<file path="src/rtl/hr_nic_if.sv">
// hr_nic_if: client and node-port signal bundle for the hierarchical-ring NIC.
interface hr_nic_if;
  logic         inj_valid;
  logic         inj_ready;
  logic [3:0]   inj_dest;
  logic [127:0] inj_data;
  logic [143:0] port_local_o;
  logic         local_ack;
  logic [143:0] port_local_i;
  logic         ej_valid;
  logic         ej_ready;
  logic [3:0]   ej_src;
  logic [3:0]   ej_tag;
  logic [127:0] ej_data;
  logic         ej_drop;
  logic         starve;
  modport master (
    output inj_valid, inj_dest, inj_data, local_ack, port_local_i, ej_ready,
    input  inj_ready, port_local_o, ej_valid, ej_src, ej_tag, ej_data, ej_drop, starve
  );
  modport slave (
    input  inj_valid, inj_dest, inj_data, local_ack, port_local_i, ej_ready,
    output inj_ready, port_local_o, ej_valid, ej_src, ej_tag, ej_data, ej_drop, starve
  );
endinterface

</file>
<file path="src/rtl/hr_nic.sv">
// hr_nic: local injection/ejection buffering between a client and one ring node port pair.
module hr_nic #(
  parameter logic [3:0] addr       = 4'b0010,
  parameter int          INJ_DEPTH  = 4,
  parameter int          EJ_DEPTH   = 2,
  parameter int          STARVE_LIM = 8
) (
  input logic  clk,
  input logic  rst,
  hr_nic_if.slave nic
);
  localparam int IAW = $clog2(INJ_DEPTH);
  localparam int EAW = $clog2(EJ_DEPTH);
  localparam int WW  = $clog2(STARVE_LIM + 1);
  localparam logic [IAW:0]  INJ_FULL = (IAW+1)'(INJ_DEPTH);
  localparam logic [EAW:0]  EJ_FULL  = (EAW+1)'(EJ_DEPTH);
  localparam logic [WW-1:0] WAIT_MAX = WW'(STARVE_LIM);
  logic [143:0]   inj_mem_q [INJ_DEPTH];
  logic [135:0]   ej_mem_q  [EJ_DEPTH];
  logic [IAW-1:0] inj_wp_q, inj_rp_q;
  logic [IAW:0]   inj_cnt_q;
  logic [EAW-1:0] ej_wp_q, ej_rp_q;
  logic [EAW:0]   ej_cnt_q;
  logic [3:0]     tag_q;
  logic [WW-1:0]  wait_q, wait_d;
  logic           ej_drop_q;
  logic           inj_push, inj_pop, ej_pop, ej_hit, ej_cap, ej_full;
  logic [135:0]   ej_head;
  logic           unused;
  assign unused = ^nic.port_local_i[3:1];
  assign nic.inj_ready    = inj_cnt_q != INJ_FULL;
  assign nic.port_local_o = (inj_cnt_q != '0) ? inj_mem_q[inj_rp_q] : '0;
  assign ej_head          = ej_mem_q[ej_rp_q];
  // Ejection outputs read as zero whenever the buffer is empty, including right after reset.
  assign nic.ej_valid = ej_cnt_q != '0;
  assign nic.ej_src   = nic.ej_valid ? ej_head[3:0]   : '0;
  assign nic.ej_tag   = nic.ej_valid ? ej_head[7:4]   : '0;
  assign nic.ej_data  = nic.ej_valid ? ej_head[135:8] : '0;
  assign nic.ej_drop  = ej_drop_q;
  assign nic.starve   = wait_q == WAIT_MAX;
  always_comb begin
    inj_push = nic.inj_valid && nic.inj_ready;
    inj_pop  = nic.local_ack && inj_cnt_q != '0;
    ej_pop   = nic.ej_valid && nic.ej_ready;
    ej_full  = ej_cnt_q == EJ_FULL;
    ej_hit   = nic.port_local_i[0] && nic.port_local_i[7:4] == addr;
    ej_cap   = ej_hit && (!ej_full || ej_pop);
    wait_d   = (inj_cnt_q == '0 || inj_pop) ? '0 : (wait_q == WAIT_MAX) ? wait_q : wait_q + 1'b1;
  end
  always_ff @(posedge clk or negedge rst)
    if (!rst) begin
      inj_wp_q  <= '0;
      inj_rp_q  <= '0;
      inj_cnt_q <= '0;
      ej_wp_q   <= '0;
      ej_rp_q   <= '0;
      ej_cnt_q  <= '0;
      tag_q     <= '0;
      wait_q    <= '0;
      ej_drop_q <= 1'b0;
    end else begin
      inj_wp_q  <= inj_wp_q + IAW'(inj_push);
      inj_rp_q  <= inj_rp_q + IAW'(inj_pop);
      inj_cnt_q <= inj_cnt_q + (IAW+1)'(inj_push) - (IAW+1)'(inj_pop);
      ej_wp_q   <= ej_wp_q + EAW'(ej_cap);
      ej_rp_q   <= ej_rp_q + EAW'(ej_pop);
      ej_cnt_q  <= ej_cnt_q + (EAW+1)'(ej_cap) - (EAW+1)'(ej_pop);
      tag_q     <= tag_q + 4'(inj_push);
      wait_q    <= wait_d;
      ej_drop_q <= nic.port_local_i[0] && !ej_cap;
    end
  // Payload storage needs no reset: occupancy counters gate every read.
  always_ff @(posedge clk) begin
    if (inj_push) inj_mem_q[inj_wp_q] <= {nic.inj_data, tag_q, addr, nic.inj_dest, 4'b0001};
    if (ej_cap) ej_mem_q[ej_wp_q] <= nic.port_local_i[143:8];
  end
endmodule

</file>
<file path="src/flat_wrapper.sv">
// flat-port wrapper written by rule: the top's interface ports become plain ports
module hr_nic_flat 
#(
  parameter logic [3:0] addr       = 4'b0010,
  parameter int          INJ_DEPTH  = 4,
  parameter int          EJ_DEPTH   = 2,
  parameter int          STARVE_LIM = 8
)
  (clk, rst, nic_inj_valid, nic_inj_dest, nic_inj_data, nic_local_ack, nic_port_local_i, nic_ej_ready, nic_inj_ready, nic_port_local_o, nic_ej_valid, nic_ej_src, nic_ej_tag, nic_ej_data, nic_ej_drop, nic_starve);
  hr_nic_if nic_i ();
  input logic clk;
  input logic rst;
  input wire logic [$bits(nic_i.inj_valid)-1:0] nic_inj_valid;
  input wire logic [$bits(nic_i.inj_dest)-1:0] nic_inj_dest;
  input wire logic [$bits(nic_i.inj_data)-1:0] nic_inj_data;
  input wire logic [$bits(nic_i.local_ack)-1:0] nic_local_ack;
  input wire logic [$bits(nic_i.port_local_i)-1:0] nic_port_local_i;
  input wire logic [$bits(nic_i.ej_ready)-1:0] nic_ej_ready;
  output wire logic [$bits(nic_i.inj_ready)-1:0] nic_inj_ready;
  output wire logic [$bits(nic_i.port_local_o)-1:0] nic_port_local_o;
  output wire logic [$bits(nic_i.ej_valid)-1:0] nic_ej_valid;
  output wire logic [$bits(nic_i.ej_src)-1:0] nic_ej_src;
  output wire logic [$bits(nic_i.ej_tag)-1:0] nic_ej_tag;
  output wire logic [$bits(nic_i.ej_data)-1:0] nic_ej_data;
  output wire logic [$bits(nic_i.ej_drop)-1:0] nic_ej_drop;
  output wire logic [$bits(nic_i.starve)-1:0] nic_starve;
  assign nic_i.inj_valid = nic_inj_valid;
  assign nic_i.inj_dest = nic_inj_dest;
  assign nic_i.inj_data = nic_inj_data;
  assign nic_i.local_ack = nic_local_ack;
  assign nic_i.port_local_i = nic_port_local_i;
  assign nic_i.ej_ready = nic_ej_ready;
  assign nic_inj_ready = nic_i.inj_ready;
  assign nic_port_local_o = nic_i.port_local_o;
  assign nic_ej_valid = nic_i.ej_valid;
  assign nic_ej_src = nic_i.ej_src;
  assign nic_ej_tag = nic_i.ej_tag;
  assign nic_ej_data = nic_i.ej_data;
  assign nic_ej_drop = nic_i.ej_drop;
  assign nic_starve = nic_i.starve;
  hr_nic #(.addr(addr), .INJ_DEPTH(INJ_DEPTH), .EJ_DEPTH(EJ_DEPTH), .STARVE_LIM(STARVE_LIM)) u_core (.clk(clk), .rst(rst), .nic(nic_i));
endmodule
</file>
<file path="config.mk">
export PLATFORM = sky130hd
export DESIGN_NAME = hr_nic_flat
export DESIGN_NICKNAME = d
export VERILOG_FILES = /design/src/rtl/hr_nic_if.sv /design/src/rtl/hr_nic.sv /design/src/flat_wrapper.sv
export SDC_FILE = /design/constraint.sdc
export NUM_CORES = 1
export LEC_CHECK = 0
export CAP_MARGIN = 20
export CORE_UTILIZATION = 53
export CTS_CLUSTER_SIZE = 28
export DETAILED_ROUTE_END_ITERATION = 7
export PLACE_DENSITY = 0.78
export SYNTH_ARGS = -nofsm -noshare
export SYNTH_HDL_FRONTEND = slang
export SYNTH_SLANG_ARGS = --single-unit
</file>
<file path="constraint.sdc">
create_clock -name clk -period 12.7 [get_ports clk]
set_clock_uncertainty 0.2 [all_clocks]
set_input_delay 2.54 -clock clk [delete_from_list [all_inputs] [get_ports clk]]
set_output_delay 2.54 -clock clk [all_outputs]
set_load 0.1 [all_outputs]
</file>
==> results of run 1 <==
==> state kept, by name, summed over array words and instances, names as in the netlist <==
register and cells:
u_core.inj_mem_q 544, u_core.ej_mem_q 272, u_core.tag_q 4, u_core.wait_q 4
u_core.inj_cnt_q 3, u_core.ej_cnt_q 2, u_core.inj_rp_q 2, u_core.inj_wp_q 2
u_core.ej_rp_q 1, u_core.ej_wp_q 1, u_core.nic.ej_drop 1
==> worst paths after layout <==
path | end | from | slack [ns]
max reg2reg | u_core.ej_mem_q[1][92]$_DFFE_PP_ | u_core.ej_cnt_q[0]$_DFF_PN0_ | 9.39
min | u_core.inj_cnt_q[2]$_DFF_PN0_ | u_core.inj_cnt_q[2]$_DFF_PN0_ | 0.32
min in group asynchronous | u_core.wait_q[3]$_DFFE_PN0P_ | rst | 2.04
max in group asynchronous | u_core.inj_rp_q[0]$_DFF_PN0_ | rst | 9.81
max | nic_ej_data[62] | u_core.ej_cnt_q[1]$_DFF_PN0_ | 5.78
min reg2reg | u_core.inj_cnt_q[2]$_DFF_PN0_ | u_core.inj_cnt_q[2]$_DFF_PN0_ | 0.32
==> synth_stat cells <==
cell type	number	area, um^2
edfxtp_1	816	24500
and2_1	138	863.3
mux2i_1	138	1381
nor2_1	138	518.0
mux4_2	136	3063
clkbuf_1	27	101.4
buf_2	24	120.1
dfrtp_1	20	500.5
buf_12	11	220.2
inv_1	11	41.29
ha_1	10	125.1
buf_1	9	33.78
buf_4	8	60.06
xnor2_1	8	70.07
xor2_1	5	43.79
buf_6	4	45.04
nor3_1	4	20.02
nand3_1	3	15.01
nand2_1	2	7.510
nor3b_1	2	15.01
a21oi_1	1	5.000
and3_1	1	6.260
conb_1	1	3.750
fa_1	1	20.02
nand3b_1	1	7.510
nor2b_1	1	6.260
nor3_2	1	10.01
nor4_1	1	6.260
or2_2	1	6.260
or3b_2	1	8.760
or4b_2	1	10.01
==> final cells by class <==
type                            count  share of cell area (%)
Inverter                           11                  0.1046
Antenna cell                        8                 0.04924
Timing Repair Buffer              578                   14.21
Tap cell                          773                   2.379
Clock buffer                      105                   5.312
Clock inverter                     45                  0.9171
Sequential cell                   836                   61.53
Multi-Input combinational cell    600                   15.50
==> cell families (layout without fill, tap and decap cells) <==
kind of cell | Yosys count | in the layout | share of synthesized area, %
AO/OA/AOI/OAI | 1 | 1 | 0.01570
XOR/XNOR | 13 | 13 | 0.3576
adder cells (fa/ha/maj) | 11 | 11 | 0.4559
buffers and inverters | 94 | 739 | 1.953
flip-flops | 836 | 836 | 78.53
multiplexers | 274 | 274 | 13.96
other | 1 | 14 | 0.01178
AND/OR/NAND/NOR | 295 | 295 | 4.712
==> through the flow <==
stage,util [%],setup slack (ns)
4_1_cts,68.67,5.626
3_3_place_gp,64.32,6.211
6_report,68.76,5.779
5_1_grt,68.74,5.482
3_5_place_dp,64.39,6.202
2_1_floorplan,-,3.933
==> worst max-delay path: stages, from the launching register on <==
cell and delay (ns):
dfrtp_1 0.44, nor2_4 0.80, buf_4 0.92, nor2_1 0.22
clkdlybuf4s50_1 1.06
==> placed cells by master (no fill, tap or decap), types with 5 or more instances in the layout <==
cell type | Yosys | layout
buf_4 | 8 | 23
and2_1 | 138 | 138
ha_1 | 10 | 8
xnor2_1 | 8 | 8
xor2_1 | 5 | 5
clkdlybuf4s50_1 | 0 | 551
nor2_1 | 138 | 137
edfxtp_1 | 816 | 816
conb_1 | 1 | 6
bufinv_16 | 0 | 5
clkinv_2 | 0 | 15
dfrtp_1 | 20 | 17
mux4_2 | 136 | 136
diode_2 | 0 | 8
clkinv_1 | 0 | 20
mux2i_1 | 138 | 138
clkbuf_1 | 27 | 22
inv_1 | 11 | 10
clkbuf_16 | 0 | 83
==> metal layers <==
layer  vias up  global-route usage, %  routed length [um]
li1       7169                      -                   -
met1      8247                  27.64               25870
met2       612                  38.06               35820
met3       123                  7.543                6706
met4        12                  8.297                1952
met5         -                      0                  65
==> key figures, run 1 <==
Route
  – Via-to-Cell Ratio: 5.468
  – WL final: 70.42 mm
  – 1st-pass router iterations: 7
  – Initial DRC count: 955
  – DR WL/cell: 23.82 um
  – DRC viols: 112
  – Via count: 16160
  – Antenna viol nets, final: 0

Worst setup path
  – CP Max Fanout: slightly below 100
  – FF-to-FF path depth: 5
  – CP Launch Type: flip-flop
  – Crit path DAT: roughly 4.2 ns
  – Setup Crit Path Kind: flip-flop to primary output
  – CP Capture Type: primary output
  – Worst EP required: 9.96 ns

Floorplanning
  – Io pins: 565
  – Die H: 247.1 um
  – Core Area: 0.05913 mm^2
  – Die ar.: 0.06106 mm^2
  – Row cnt: between 80 and 90
  – Starting density of the core: 53.84%
  – Chip width: 247.1 um

Timing
  – Tmin final: 6.921 ns
  – Fin. Hold Viols: 0
  – Final worst path period share: 54.50%
  – Hold slack: 0.3205 ns
  – RSZ-0062 raised after global routing: false
  – Achievable Freq: 0.1445 GHz
  – Final setup fails: 0
  – Max-slew violation count: 0
  – Worst slew pin tran: 1.154 ns
  – Slew headroom: 22.80%
  – Setup TNS: 0 ns

Clock tree
  – Post-cts resize count: 0
  – Clock root buffer: clkbuf_16
  – Max Root-Sink Buffers: 3
  – Cts hold-fix bufs: 0
  – Clock Sinks: 836
  – Htree depth: 3
  – Setup bufs post-CTS: 0
  – CTS tree: built
  – Reg clk slew, reported paths: 0.06 ns
  – Clock buffers created by TritonCTS: 81
  – Worst-skew pair later-pin latency: approximately 0.6 ns

Synth
  – Netlist cell types: 31
  – Post-Syn Area: 0.03184 mm^2
  – Mapped Cells: 1525
  – Yosys warnings: 0
  – Seq/Total Area, Yosys: about four fifths
  – Avg Cell Area, Syn: approximately 21 um^2
  – Seq cells post-synth: ~840

Layout
  – Register area: ~0.025 mm^2
  – Area grow syn2layout: 27.69%
  – Post-route cell area: just over 0.04 mm^2
  – Layout Cells excl Fill: a little under 3000
  – Share of layout cells above drive strength 1: 13.15%
  – Area of the multi-input gates: 0.006302 mm^2
  – Final nets: 2400
  – # fillers: 3675

Run status
  – Status: finished with violations
  – Failing checks: design-rule violations

Placement
  – Dpl cells: 2797
  – Buffers on Ports: 555
  – Gpl congestion: a little over 0.8
  – Post-detail-place hpwl: roughly 44 mm
  – Dpl cell area: 0.03808 mm^2

Global route
  – Global-route wire length before repair: 102.2 mm
  – Global route overflow: 0
  – Number of global-route vias before repair: 16680
  – Largest net degree at the start of global routing: 103
  – Total track usage: 22.79%
  – Initial antenna violation count: 19

Job
  – Total of max-cap violations: 0

Min path
  – Hold Path Class: flip-flop to flip-flop
  – Worst hold path cell count: 1
Power of run 1 is not shown: default switching activity piles up to over one toggle a cycle in this logic, so the estimate is an artifact.
==> run 2, diff against run 1 <==
==> constraint.sdc (replaced) <==
create_clock -name clk -period 7.21 [get_ports clk]
set_clock_uncertainty 0.2 [all_clocks]
set_input_delay 1.442 -clock clk [delete_from_list [all_inputs] [get_ports clk]]
set_output_delay 1.442 -clock clk [all_outputs]
set_load 0.1 [all_outputs]
==> key figures, run 2 (synthesis gave the netlist of run 1 again) <==
Clock tree
  – Worst-skew pair later-pin latency: 0.61 ns
  – Clock root buffer: clkbuf_16
  – CTS tree: built
  – Max Root-Sink Buffers: 3
  – Cts hold-fix bufs: 0
  – Setup bufs post-CTS: 0
  – Clock Sinks: 836
  – Htree depth: 3
  – Reg clk slew, reported paths: 0.06 ns
  – Post-cts resize count: 0
  – Clock buffers created by TritonCTS: 83

Worst setup path
  – Worst reg2reg path endpoint: u_core.inj_cnt_q[2]$_DFF_PN0_
  – Worst EP required: ~5.6 ns
  – Worst path max stage delay: 1.00 ns
  – CP Buf/Inv Count: 3
  – CP Capture Type: primary output
  – Crit path DAT: 3.98 ns
  – Cell chain of the critical path: nor3_2, clkinv_2, buf_4, and2_1, clkdlybuf4s50_1
  – CP Launch Type: flip-flop
  – Slowest CP cell: clkdlybuf4s50_1
  – Setup Crit Path Kind: flip-flop to primary output
  – FF-to-FF path depth: 8
  – WP depth: 5
  – Origin of the worst setup path: u_core.inj_cnt_q[0]$_DFF_PN0_
  – Reg-to-reg slack, setup: 4.20 ns
  – Crit path capture: nic_port_local_o[92]
  – CP Max Fanout: 99
  – Worst R2R Start: u_core.inj_cnt_q[0]$_DFF_PN0_
  – CP delay by family, top: buffers and inverters

Floorplanning
  – Starting density of the core: a little over half
  – Chip width: ~250 um
  – Core Area: 0.05913 mm^2
  – Row cnt: 89
  – Io pins: 565
  – Die H: 247.1 um
  – Die ar.: between 0.06 and 0.07 mm^2

Layout
  – Register bank with the most flops: u_core.inj_mem_q
  – Commonest non-fill, non-tap cell in the layout: edfxtp_1
  – Area grow syn2layout: 28.77%
  – Max reg flops: 544
  – Final nets: roughly 2400
  – Commonest cells after routing, fill and taps aside: edfxtp_1 (816), clkdlybuf4s50_1 (553), and2_1 (138), mux2i_1 (138), nor2_1 (137)
  – Top Registers: u_core.inj_mem_q x544, u_core.ej_mem_q x272
  – Post-route cell area: 0.04100 mm^2
  – Share of layout cells above drive strength 1: 13.69%

Placement
  – Gpl congestion: 0.8197
  – Dpl cell area: 0.03816 mm^2
  – Buffers on Ports: between 500 and 600
  – Post-detail-place hpwl: 45.23 mm
  – Post-Place Worst Slack: 2.118 ns

Timing
  – Tmin final: 5.617 ns
  – Setup TNS: 0 ns
  – Setup WS post-layout: 1.593 ns
  – Worst slew pin tran: 1.133 ns
  – Fin. Hold Viols: 0
  – Slew headroom: 24.26%
  – Final worst path period share: 77.91%
  – Final setup fails: 0
  – Max-slew violation count: 0
  – Achievable Freq: approximately 0.18 GHz
  – RSZ-0062 raised after global routing: false

Global route
  – Global route overflow: 0
  – Global-route wire length before repair: 104.2 mm
  – Largest net degree at the start of global routing: 107
  – Number of global-route vias before repair: about 17000
  – Total track usage: 23.52%
  – Initial antenna violation count: 26

Route
  – Via count: between 15000 and 20000
  – Via-to-Cell Ratio: about 5.5
  – Antenna viol nets, final: 0
  – Initial DRC count: 903
  – WL final: between 70 and 80 mm
  – DR WL/cell: 24.59 um
  – DRC viols: 112
  – 1st-pass router iterations: 7

Run status
  – Failing checks: design-rule violations
  – Status: finished with violations

Min path
  – Hold Path Class: flip-flop to flip-flop

Job
  – Total of max-cap violations: 0
run 2: cell count changes in the layout (fill, tap and decap cells not counted), sizes merged:
cell           before  now
inv                13   12
bufinv              5   10
clkbuf            105   93
clkinv             37   43
buf                27   24
clkinvlp            1    5
clkdlybuf4s50     551  553
diode               8   16
run 2: worst min path at each step:
| stage | cells after the start | slack [ns] | to | startpoint |
|---|---|---|---|---|
| global route | 1 | 0.34 | u_core.inj_cnt_q[2]$_DFF_PN0_ | u_core.inj_cnt_q[2]$_DFF_PN0_ |
| floorplan | 1 | 0.27 | u_core.ej_cnt_q[1]$_DFF_PN0_ | u_core.ej_cnt_q[1]$_DFF_PN0_ |
| detailed placement | 1 | 0.31 | u_core.inj_cnt_q[2]$_DFF_PN0_ | u_core.inj_cnt_q[2]$_DFF_PN0_ |
| CTS | 1 | 0.32 | u_core.inj_cnt_q[2]$_DFF_PN0_ | u_core.inj_cnt_q[2]$_DFF_PN0_ |
| finish | 1 | 0.32 | u_core.inj_cnt_q[2]$_DFF_PN0_ | u_core.inj_cnt_q[2]$_DFF_PN0_ |
| global placement | 1 | 0.29 | u_core.inj_cnt_q[2]$_DFF_PN0_ | u_core.inj_cnt_q[2]$_DFF_PN0_ |
run 2: stage by stage:
step | std cells | util (%) | hold slack, ns
floorplan | 1530 | - | 0.2674
global placement | 2794 | 64.51 | 0.2920
detailed placement | 2795 | 64.54 | 0.3074
CTS | 2947 | 69.19 | 0.3177
global route | 2959 | 69.31 | 0.3388
finish | 2965 | 69.33 | 0.3165
run 2: per-layer routing:
layer	share of wire [%]	global-route usage, %	up-vias
li1	-	-	7195
met1	35	26.71	8350
met2	51	39.69	609
met3	10	9.312	150
met4	3.3	9.368	16
met5	0.15	0	-
run 2: area by class of cell:
class	count	area [um^2]
diodes	16	40.04
clock buffers	93	2178
clock inverters	59	571.8
fillers	3635	18130
inverters	11	42.54
multi-input cells	600	6302
flip-flops and latches	836	25020
well taps	773	967.2
repair buffers	577	5881
run 2: worst reg2reg max path, stage by stage (launching register included):
cell and delay [ns]:
dfrtp_1 0.42, nor3_2 0.36, clkinv_2 0.55, nand2_1 0.32, mux2i_1 0.11, ha_1 0.23, fa_1 0.41, xor2_1 0.16
xnor2_1 0.13
Power of run 2 is left out for the same reason.
